$ cat config.mk
export PLATFORM = sky130hd
export DESIGN_NAME = m10k_arbiter
export DESIGN_NICKNAME = d
export VERILOG_FILES = /design/src/rtl/fpga_mem_pkg.sv /design/src/rtl/m10k_arbiter_rr_picker.sv /design/src/rtl/m10k_arbiter.sv
export SDC_FILE = /design/constraint.sdc
export NUM_CORES = 1
export LEC_CHECK = 0
export CAP_MARGIN = 0
export CORE_AREA = 2 2 118 120
export DETAILED_ROUTE_END_ITERATION = 7
export DIE_AREA = 0 0 120 122
export GPL_ROUTABILITY_DRIVEN = 0
export GPL_TIMING_DRIVEN = 0
export PLACE_DENSITY = 0.7
export SLEW_MARGIN = 10
export SYNTH_ARGS = -nofsm -noshare
export SYNTH_HDL_FRONTEND = slang
export SYNTH_HIERARCHICAL = 1
export SYNTH_SLANG_ARGS = --single-unit
$ cat constraint.sdc
create_clock -name clock -period 5 [get_ports clock]
set_input_delay 1 -clock clock [delete_from_list [all_inputs] [get_ports clock]]
set_output_delay 1 -clock clock [all_outputs]
set_load 0.02 [all_outputs]
$ cat src/rtl/fpga_mem_pkg.sv
// Shared definitions for the on-chip memory blocks: M10K geometry,
// arbiter state encoding and the read-response tag carried down the
// read-latency pipeline.
package fpga_mem_pkg;

  localparam int M10K_ADDR_W = 8;
  localparam int M10K_DATA_W = 32;
  localparam int M10K_BE_W   = 4;

  typedef enum logic {ARB, LOCKED} arb_state_t;

  typedef struct packed {
    logic       valid;
    logic [2:0] id;
  } rd_tag_t;

endpackage

$ cat src/rtl/m10k_arbiter_rr_picker.sv
// Pure-combinational round-robin picker: returns a one-hot grant for the
// first asserted request found when scanning upward from the pointer,
// wrapping modulo N. Shared by the memory arbiters.
module rr_picker #(
  parameter int N     = 4,
  parameter int PTR_W = (N > 1) ? $clog2(N) : 1
) (
  input  logic [N-1:0]     req,
  input  logic [PTR_W-1:0] ptr,
  output logic [N-1:0]     gnt
);

  logic             found;
  logic [PTR_W-1:0] sel;

  // Scan ptr, ptr+1, ... and keep only the first hit
  always_comb begin
    gnt   = '0;
    found = 1'b0;
    sel   = '0;
    for (int i = 0; i < N; i++) begin
      sel = PTR_W'((int'(ptr) + i) % N);
      if (!found && req[sel]) begin
        gnt[sel] = 1'b1;
        found    = 1'b1;
      end
    end
  end

endmodule

$ cat src/rtl/m10k_arbiter.sv
// Shares one single-port M10K between NUM_REQ requesters. One beat is
// granted per cycle (round-robin, or held by a locking requester), the
// RAM bus is driven combinationally from the winner, and read data is
// steered back to the issuing requester READ_LATENCY+1 cycles later.
import fpga_mem_pkg::*;

module m10k_arbiter #(
  parameter int NUM_REQ      = 4,
  parameter int ADDR_W       = M10K_ADDR_W,
  parameter int DATA_W       = M10K_DATA_W,
  parameter int READ_LATENCY = 1
) (
  input  logic                        clock,
  input  logic                        reset_n,
  input  logic [NUM_REQ-1:0]          req,
  input  logic [NUM_REQ-1:0]          req_write,
  input  logic [NUM_REQ-1:0]          req_lock,
  input  logic [NUM_REQ*ADDR_W-1:0]   req_addr,
  input  logic [NUM_REQ*DATA_W-1:0]   req_wdata,
  input  logic [NUM_REQ*4-1:0]        req_be,
  output logic [NUM_REQ-1:0]          gnt,
  output logic [NUM_REQ-1:0]          rvalid,
  output logic [DATA_W-1:0]           rdata,
  output logic                        ram_chipselect,
  output logic                        ram_write,
  output logic [ADDR_W-1:0]           ram_address,
  output logic [3:0]                  ram_byteenable,
  output logic [DATA_W-1:0]           ram_writedata,
  input  logic [DATA_W-1:0]           ram_readdata
);

  localparam int PTR_W = $clog2(NUM_REQ);

  arb_state_t       state, state_nxt;
  logic [PTR_W-1:0] ptr, ptr_nxt;
  logic [PTR_W-1:0] owner, owner_nxt;
  logic [PTR_W-1:0] gnt_idx;
  logic [NUM_REQ-1:0] rr_gnt;
  logic             any_gnt;
  rd_tag_t          tag_in;
  rd_tag_t [READ_LATENCY-1:0] tag_pipe;

  rr_picker #(.N(NUM_REQ), .PTR_W(PTR_W)) u_picker (
    .req (req),
    .ptr (ptr),
    .gnt (rr_gnt)
  );

  // Grant: round-robin winner in ARB, only the owner in LOCKED, nothing while reset is held
  always_comb begin
    gnt = '0;
    if (reset_n) begin
      if (state == ARB) begin
        gnt = rr_gnt;
      end else begin
        gnt[owner] = req[owner];
      end
    end
  end

  // Encode the one-hot grant into the winning requester index
  always_comb begin
    gnt_idx = '0;
    for (int i = 0; i < NUM_REQ; i++) begin
      if (gnt[i]) gnt_idx = PTR_W'(i);
    end
  end

  assign any_gnt        = |(req & gnt);
  assign ram_chipselect = any_gnt;

  // RAM bus muxed from the winner; idle bus is all zeros so nothing stale leaks out
  always_comb begin
    ram_write      = 1'b0;
    ram_address    = '0;
    ram_byteenable = '0;
    ram_writedata  = '0;
    for (int i = 0; i < NUM_REQ; i++) begin
      if (gnt[i] && req[i]) begin
        ram_write      = req_write[i];
        ram_address    = req_addr[i*ADDR_W +: ADDR_W];
        ram_byteenable = req_be[i*4 +: 4];
        ram_writedata  = req_wdata[i*DATA_W +: DATA_W];
      end
    end
  end

  // Next pointer, state and owner; a lock-less owner idle cycle releases the RAM
  always_comb begin
    state_nxt = state;
    owner_nxt = owner;
    ptr_nxt   = ptr;
    if (any_gnt) begin
      ptr_nxt = (gnt_idx == PTR_W'(NUM_REQ - 1)) ? '0 : gnt_idx + 1'b1;
      case (state)
        ARB: begin
          if (req_lock[gnt_idx]) begin
            state_nxt = LOCKED;
            owner_nxt = gnt_idx;
          end
        end
        LOCKED: begin
          if (!req_lock[gnt_idx]) state_nxt = ARB;
        end
        default: state_nxt = ARB;
      endcase
    end else if (state == LOCKED && !req_lock[owner]) begin
      state_nxt = ARB;
    end
  end

  // Arbitration state register
  always_ff @(posedge clock or negedge reset_n) begin
    if (!reset_n) begin
      state <= ARB;
      owner <= '0;
      ptr   <= '0;
    end else begin
      state <= state_nxt;
      owner <= owner_nxt;
      ptr   <= ptr_nxt;
    end
  end

  // Tag for the beat accepted this cycle; writes carry no response
  always_comb begin
    tag_in.valid = any_gnt & ~ram_write;
    tag_in.id    = 3'(gnt_idx);
  end

  // Delay read tags by the RAM latency so they line up with ram_readdata
  always_ff @(posedge clock or negedge reset_n) begin
    if (!reset_n) begin
      tag_pipe <= '0;
    end else begin
      tag_pipe[0] <= tag_in;
      for (int i = 1; i < READ_LATENCY; i++) begin
        tag_pipe[i] <= tag_pipe[i-1];
      end
    end
  end

  // Register the response so the RAM output path sees only one flop of logic
  always_ff @(posedge clock or negedge reset_n) begin
    if (!reset_n) begin
      rvalid <= '0;
      rdata  <= '0;
    end else begin
      rvalid <= '0;
      if (tag_pipe[READ_LATENCY-1].valid) begin
        rdata <= ram_readdata;
        for (int i = 0; i < NUM_REQ; i++) begin
          if (tag_pipe[READ_LATENCY-1].id == 3'(i)) rvalid[i] <= 1'b1;
        end
      end
    end
  end

endmodule

Word-level counts from Yosys, hierarchy flattened
Index checks and enable logic that the tools add are counted.
W data, S select, Z words.
{"block": "classes", "reduce_logical": 21, "n_bitwise": 8, "addsub": 4, "magnitude_cmp": 11, "n_mux": 61, "n_eq_ne": 4}
{"op": "$mux W32", "count": 4}
{"op": "$mux W4", "count": 11}
{"op": "$mux W8", "count": 4}
{"op": "$mux W1", "count": 27}
{"op": "$lt A2 B3 Y1 const B", "count": 6}
{"op": "$bmux W1 S2", "count": 7}
{"op": "$logic_and A1 B1 Y1", "count": 13}
{"op": "$or A4 B4 Y4", "count": 3}
{"op": "$demux W1 S2", "count": 5}
{"op": "$ge A2 B1 Y1 const B", "count": 5}
{"op": "$and A4 B4 Y4", "count": 2}
{"op": "$eq A2 B2 Y1 const B", "count": 3}
{"op": "$mux W2", "count": 3}
{"op": "$add A2 B1 Y2 const B", "count": 2}
{"op": "$add A2 B2 Y2 const B", "count": 2}
{"op": "$logic_not A1 Y1", "count": 4}
{"op": "$reduce_or A4 Y1", "count": 1}
{"op": "$logic_not A3 Y1", "count": 1}
{"op": "$reduce_and A3 Y1", "count": 1}
{"op": "$eq A2 B1 Y1 const B", "count": 1}
{"op": "$not A1 Y1", "count": 2}
{"op": "$reduce_bool A2 Y1", "count": 1}
{"op": "$and A1 B1 Y1", "count": 1}
{"block": "totals", "in_bits": 222, "elab_cells": 116, "output_inout_bits": 86, "regBits": 44}

Logic depth before layout (Yosys ltp)
{"block": "logic_depth", "ltp_word": 21, "depth_mapped": 13, "mapped_depth_nobuf": 11}

Modules after synthesis
The synthesis kept the hierarchy.
{"mod": "m10k_arbiter", "cells_each": 345, "area_each_um2": 3304.4, "seq_area_each_um2": 1101.1, "instances": 1}
{"mod": "rr_picker", "cells_each": 36, "area_each_um2": 337.8, "seq_area_each_um2": 0.0, "instances": 1}

Worst setup path after synthesis
Ideal clock, no wire load.
{"block": "synth_path", "path_kind": "in2out", "from": "input req[3]", "to": "output ram_address[0]", "setup_slack_ps": 557, "required_ps": 4000, "arrival_time_ps": 3443, "path_stages": 11, "path_cell_list": "mux4_2 -> buf_6 -> nor4b_4 -> nand2_1 -> o211ai_1 -> nor2b_1 -> o211a_1 -> clkbuf_1 -> buf_2 -> a2bb2oi_1 -> a21oi_1"}
{"block": "synth_via", "word_cells_on_any_way": 37, "classes_between": "23 x mux; 4 x bitwise; 10 x reduce/logical"}
{"item": "start: declaration", "line_no": "m10k_arbiter.sv:15", "rtl": "input logic [NUM_REQ-1:0] req,"}
{"item": "$bmux W1 S2", "line_no": "m10k_arbiter_rr_picker.sv:23", "rtl": "if (!found && req[sel]) begin"}
{"item": "$mux W1 (implied by the code)", "line_no": "m10k_arbiter_rr_picker.sv:23"}
{"item": "$mux W1", "line_no": "m10k_arbiter_rr_picker.sv:23"}
{"item": "$logic_not A1 Y1", "line_no": "m10k_arbiter_rr_picker.sv:23"}
{"item": "$logic_and A1 B1 Y1", "line_no": "m10k_arbiter_rr_picker.sv:23"}
{"item": "$mux W1", "line_no": "m10k_arbiter_rr_picker.sv:23"}
{"item": "$logic_not A1 Y1", "line_no": "m10k_arbiter_rr_picker.sv:23"}
{"item": "$logic_and A1 B1 Y1", "line_no": "m10k_arbiter_rr_picker.sv:23"}
{"item": "$mux W1", "line_no": "m10k_arbiter_rr_picker.sv:23"}
{"item": "$logic_not A1 Y1", "line_no": "m10k_arbiter_rr_picker.sv:23"}
{"item": "$logic_and A1 B1 Y1", "line_no": "m10k_arbiter_rr_picker.sv:23"}
{"item": "$mux W4 *", "line_no": "m10k_arbiter_rr_picker.sv:23"}
{"item": "via rr_gnt[2]", "line_no": "m10k_arbiter.sv:38", "rtl": "logic [NUM_REQ-1:0] rr_gnt;"}
{"item": "$mux W4 *", "line_no": "m10k_arbiter.sv:53", "rtl": "if (state == ARB) begin"}
{"item": "$mux W4 *", "line_no": "m10k_arbiter.sv:52", "rtl": "if (reset_n) begin"}
{"item": "$logic_and A1 B1 Y1 *", "line_no": "m10k_arbiter.sv:79", "rtl": "if (gnt[i] && req[i]) begin"}
{"item": "$mux W8 * (2 in series)", "line_no": "m10k_arbiter.sv:79"}
{"item": "end: declaration", "line_no": "m10k_arbiter.sv:26", "rtl": "output logic [ADDR_W-1:0] ram_address,"}
The timed path passes the listed nets; every way through them passes the cells marked *. The select of a mux whose other input is x is not followed.

Worst setup path in the final report
{"block": "layout_path", "from": "input req[1]", "to": "output ram_writedata[28]"}
{"block": "layout_via", "word_cells_on_any_way": 37, "classes_between": "23 x mux; 4 x bitwise; 10 x reduce/logical"}
{"item": "$bmux W1 S2", "line_no": "m10k_arbiter_rr_picker.sv:23"}
{"item": "$mux W1 (implied by the code)", "line_no": "m10k_arbiter_rr_picker.sv:23"}
{"item": "$mux W1", "line_no": "m10k_arbiter_rr_picker.sv:23"}
{"item": "$logic_not A1 Y1", "line_no": "m10k_arbiter_rr_picker.sv:23"}
{"item": "$logic_and A1 B1 Y1", "line_no": "m10k_arbiter_rr_picker.sv:23"}
{"item": "$mux W1", "line_no": "m10k_arbiter_rr_picker.sv:23"}
{"item": "$logic_not A1 Y1", "line_no": "m10k_arbiter_rr_picker.sv:23"}
{"item": "$logic_and A1 B1 Y1", "line_no": "m10k_arbiter_rr_picker.sv:23"}
{"item": "$mux W1", "line_no": "m10k_arbiter_rr_picker.sv:23"}
{"item": "$logic_not A1 Y1", "line_no": "m10k_arbiter_rr_picker.sv:23"}
{"item": "$logic_and A1 B1 Y1", "line_no": "m10k_arbiter_rr_picker.sv:23"}
{"item": "$mux W4 *", "line_no": "m10k_arbiter_rr_picker.sv:23"}
{"item": "via rr_gnt[1]", "line_no": "m10k_arbiter.sv:38"}
{"item": "$mux W4 *", "line_no": "m10k_arbiter.sv:53"}
{"item": "$mux W4 *", "line_no": "m10k_arbiter.sv:52"}
{"item": "$logic_and A1 B1 Y1 *", "line_no": "m10k_arbiter.sv:79"}
{"item": "$mux W32 * (3 in series)", "line_no": "m10k_arbiter.sv:79"}
{"item": "end: declaration", "line_no": "m10k_arbiter.sv:28", "rtl": "output logic [DATA_W-1:0] ram_writedata,"}
Marks and branches as above.

==> Flow_metrics.wiki <==
{| class="wikitable"
! Metric !! Value
|-
| Status || finished clean
|-
| Maximum clock frequency || 0.2059 GHz
|-
| Gate count after technology mapping || approximately 380
|-
| Syn Nets || between 600 and 700
|-
| Number of levels in the clock H-tree || 2
|-
| Clock Skews || between 0.007 and 0.008 ns
|-
| Worst hold start || tag_pipe[0]
|-
| Worst R2R Path Depth || 12
|-
| Synth Warn # || 6
|-
| Die extent in y || between 100 and 150 um
|-
| Routed WL || ~16 mm
|-
| Routed len/inst || 17.39 um
|-
| Power Total || about 3.6 mW
|-
| Post-synthesis register bit count || 44
|-
| Most frequently used flop master after synthesis || sky130_fd_sc_hd__dfrtp_1
|-
| Number of clock buffers inserted by TritonCTS || 5
|-
| Cell Area, Placed || between 6000 and 7000 um^2
|-
| First-pass GRT wire length || 22.88 mm
|-
| Critical path start-end classification || in2out
|-
| Count of endpoints failing hold in the final timing report || 0
|-
| Fraction of layout cells with a size suffix above 1 || 0.2280
|-
| Max Buffers Root-to-Sink || 2
|-
| Tcrit/Tclk final || 0.9712
|-
| Slew Viols, Final || 0
|-
| Sequential element share of the synthesized area || 0.3023
|-
| Final total negative setup slack || 0 ns
|-
| Switching part of the total || 0.4290
|-
| Ordered cell list for the critical path || dlygate4sd2_1 -> mux4_2 -> buf_6 -> nor4b_4 -> nand2_1 -> o211ai_1 -> nand2b_1 -> a21oi_4 -> buf_6 -> o21bai_4 -> buf_6 -> buf_4 -> a2bb2oi_1 -> a21oi_1 -> clkbuf_2
|-
| Initial antenna violation count || 0
|-
| Ratio of routed vias to standard cells || 4.879
|-
| Fraction of synthesis flops using an asynchronous set or reset pin || 1.000
|-
| Die area || around 15000 um^2
|-
| Delay of the slowest cell on the worst path || about 0.47 ns
|-
| Nature of the critical path startpoint || input pin
|-
| DR pass1 iterations || 4
|-
| Met1 track demand over resource in global routing || 0.2313
|-
| Final non-filler cell area || between 7000 and 8000 um^2
|-
| CP Capture Type || output port
|-
| Antenna violation net count after detailed routing || 0
|-
| Sum of buffers and inverters on the critical path || 6
|-
| Worst r2r dst || owner[0]
|-
| Clock latency on the worst-skew pair || between 0.2 and 0.3 ns
|-
| RSZ-0062 raised after global routing || yes
|-
| Required time of the critical path || ~4.0 ns
|-
| Number of DRC violations after detailed routing || 0
|-
| Met3 Usage GRT || 0.04494
|-
| Clock sink count || 44
|-
| Starting Density || 0.2697
|-
| Most Used Layer, Global Route || met2
|-
| Count of fill cells added during filler insertion || about 1.2k
|-
| TritonCTS clock tree || built
|-
| Hold-fix buffers, CTS || 0
|-
| Cell family with the largest share of critical-path delay || buffers and inverters
|-
| Number of global-route vias before repair || around 4.4k
|-
| Part of the total power dissipated in the clock network || 0.091
|-
| Post-detail-place hpwl || ~13 mm
|-
| Data arrival time of the critical path || around 3.9 ns
|-
| Int Pwr || approximately 2.1 mW
|-
| Area growth from synthesis to layout || 99.24%
|-
| Number of enable-type register cells in the synthesized netlist || 0
|-
| Leakage Power || 3.062 nW
|-
| Largest net degree at the start of global routing || 37
|-
| Total overflow reported by the global router || 0
|-
| Hold EP || rvalid[2]
|-
| Worst slack at placement || -1.064 ns
|-
| Maximum ir drop on the vdd rail || 0.1847 mV
|-
| Sequential share of power || 0.176
|-
| Min-Delay Path Depth || 1
|-
| Net switching power || 1.552 mW
|-
| Met2 GRT Util || 0.3608
|-
| # port buffers || slightly above 300
|-
| Slew of the pin with the lowest slew margin || 0.5702 ns
|-
| Cell repeated most along the worst path || sky130_fd_sc_hd__buf_6
|-
| Unique cell type count in the Yosys netlist || 43
|-
| Startpoint of the worst register-to-register path || ptr[0]
|-
| PnR worst setup slack || between 0.1 and 0.15 ns
|-
| Slack of the worst reg-to-reg path || approximately 1.6 ns
|-
| Final core utilization || 0.5374
|-
| Count of boundary I/O pins || 308
|-
| CTS root buf || sky130_fd_sc_hd__clkbuf_16
|-
| Total via count in the routed design || between 4k and 5k
|-
| Number of cell rows || 43
|-
| Final antenna diode count || 0
|-
| Clock transition time at the flip-flop clock pins of the worst setup and hold paths || around 0.060 ns
|-
| Areal power density over the cells || roughly 500 nW/um^2
|-
| Final Critical Period || between 4 and 5 ns
|-
| Maximum fanout encountered on the critical timing path || 10
|-
| Core footprint || about 14000 um^2
|-
| Synthesized area per cell || 9.560 um^2
|-
| Die Span X || 120 um
|-
| GRT Total Usage || 0.1968
|-
| Crit path max-delay cell type || sky130_fd_sc_hd__mux4_2
|-
| Setup violators final || 0
|-
| Max-cap violations || 0
|-
| Iter 0 DRT Violations || 127
|-
| Nets || between 900 and 1k
|-
| Max_slew headroom || 0.6199
|-
| Worst min-delay path class || reg2reg
|-
| Post-synthesis cell area || about 3600 um^2
|-
| Share of total power in combinational logic || 0.732
|}
## final cells by class
type	instances	area, um^2	area share
Timing Repair Buffer	326	3039	0.4188
Multi-Input combinational cell	293	2441	0.3364
Sequential cell	44	1101	0.1517
Buffer	30	244.0	0.03362
Tap cell	180	225.2	0.03103
Clock buffer	6	138.9	0.01914
Inverter	14	52.55	0.007241
Clock inverter	2	15.01	0.002069
## synth_stat cells, types with 4 or more instances
| master | instances | share of area |
|---|---|---|
| sky130_fd_sc_hd__o21ai_0 | 4 | 0.0055 |
| sky130_fd_sc_hd__ha_1 | 6 | 0.021 |
| sky130_fd_sc_hd__mux2i_1 | 44 | 0.12 |
| sky130_fd_sc_hd__o211ai_1 | 6 | 0.012 |
| sky130_fd_sc_hd__a21o_2 | 4 | 0.0096 |
| sky130_fd_sc_hd__nor2_1 | 47 | 0.048 |
| sky130_fd_sc_hd__buf_6 | 6 | 0.019 |
| sky130_fd_sc_hd__buf_2 | 8 | 0.011 |
| sky130_fd_sc_hd__nor2b_1 | 5 | 0.0086 |
| sky130_fd_sc_hd__inv_1 | 14 | 0.014 |
| sky130_fd_sc_hd__clkbuf_1 | 12 | 0.012 |
| sky130_fd_sc_hd__mux2_2 | 32 | 0.099 |
| sky130_fd_sc_hd__nand2_1 | 11 | 0.011 |
| sky130_fd_sc_hd__dfrtp_1 | 44 | 0.30 |
| sky130_fd_sc_hd__a21oi_1 | 49 | 0.067 |
| sky130_fd_sc_hd__a2bb2oi_1 | 44 | 0.11 |
## registers in the layout, summed over array words and instances (netlist names)
| register | cells |
|---|---|
| owner | 2 |
| state | 1 |
| tag_pipe | 3 |
| rdata | 32 |
| ptr | 2 |
| rvalid | 4 |
## layout by cell type (no fill, tap or decap), drive strengths merged, types with 2 or more instances in the layout
cell type        n
a21oi           50
mux2i           44
o22ai            2
mux4             5
and3             3
mux2            34
dfrtp           44
nand2b           2
inv             14
clkbuf          44
o21ai            5
dlygate4sd2      2
o211a            3
nand2           11
a21o             6
a221oi           2
o211ai           6
nor3b            2
clkdlybuf4s50  257
a2bb2oi         44
nand3b           2
nor2b            5
buf             57
nor2            47
and4b            2
and3b            2
ha               6
clkinvlp         2
## cells by family (layout without fill, tap and decap cells)
group,count (synthesis),after routing,synth area share
buffers and inverters,44,378,0.06149
AND/OR/NAND/NOR,81,81,0.1130
AO/OA/AOI/OAI,123,123,0.2405
flip-flops,44,44,0.3023
adder cells (fa/ha/maj),6,6,0.02061
multiplexers,83,83,0.2621
## timing repair
| action | in CTS | in global routing |
|---|---|---|
| endpoints found under the setup margin | 46 | 45 |
| gates cloned | 1 | 1 |
| setup buffers | 13 | 3 |
| pin swaps | 5 | 2 |
| resized for setup | 142 | 81 |
| hold endpoints to repair | 0 | 0 |
## stage by stage
stage	instances	hold slack (ns)
CTS	891	0.4738
global placement	868	0.4454
finish	895	0.4754
detailed placement	869	0.4647
floorplan	381	0.4284
global route	895	0.4953
## layer usage
metal	vias up	routed length, um
li1	2091	-
met1	2015	6137
met5	-	0
met2	240	7917
met3	21	1254
met4	0	252
## power groups by stage
| stage | clock network [mW] | registers (mW) | logic, mW |
|---|---|---|---|
| 2_1_floorplan | 0 | 0.798 | 1.32 |
| 3_3_place_gp | 0 | 0.631 | 2.58 |
| 3_5_place_dp | 0 | 0.643 | 2.61 |
| 4_1_cts | 0.336 | 0.638 | 2.68 |
| 5_1_grt | 0.356 | 0.664 | 2.82 |
| 6_report | 0.330 | 0.638 | 2.65 |
## worst max-delay path by stage
stage	startpoint	endpoint	slack (ns)	cells past startpoint
2_1_floorplan	req[3]	ram_address[0]	0.56	11
3_3_place_gp	reset_n	ram_address[4]	-1.32	8
3_5_place_dp	req[2]	ram_address[6]	-1.06	11
4_1_cts	req[2]	ram_address[7]	0.02	14
5_1_grt	req[1]	ram_writedata[28]	-0.04	14
6_report	req[1]	ram_writedata[28]	0.14	15
## worst reg2reg max path: stages (launching register included)
cell and delay (ns):
sky130_fd_sc_hd__dfrtp_1 0.57, sky130_fd_sc_hd__inv_1 0.15, sky130_fd_sc_hd__ha_1 0.35, sky130_fd_sc_hd__mux4_2 0.35
sky130_fd_sc_hd__buf_4 0.18, sky130_fd_sc_hd__a21oi_1 0.15, sky130_fd_sc_hd__a21o_2 0.11, sky130_fd_sc_hd__o211ai_1 0.15
sky130_fd_sc_hd__nor2b_4 0.18, sky130_fd_sc_hd__o211a_1 0.25, sky130_fd_sc_hd__o41a_1 0.45, sky130_fd_sc_hd__o221ai_2 0.11
sky130_fd_sc_hd__mux2_4 0.32
(Power assumes the default switching activity.)
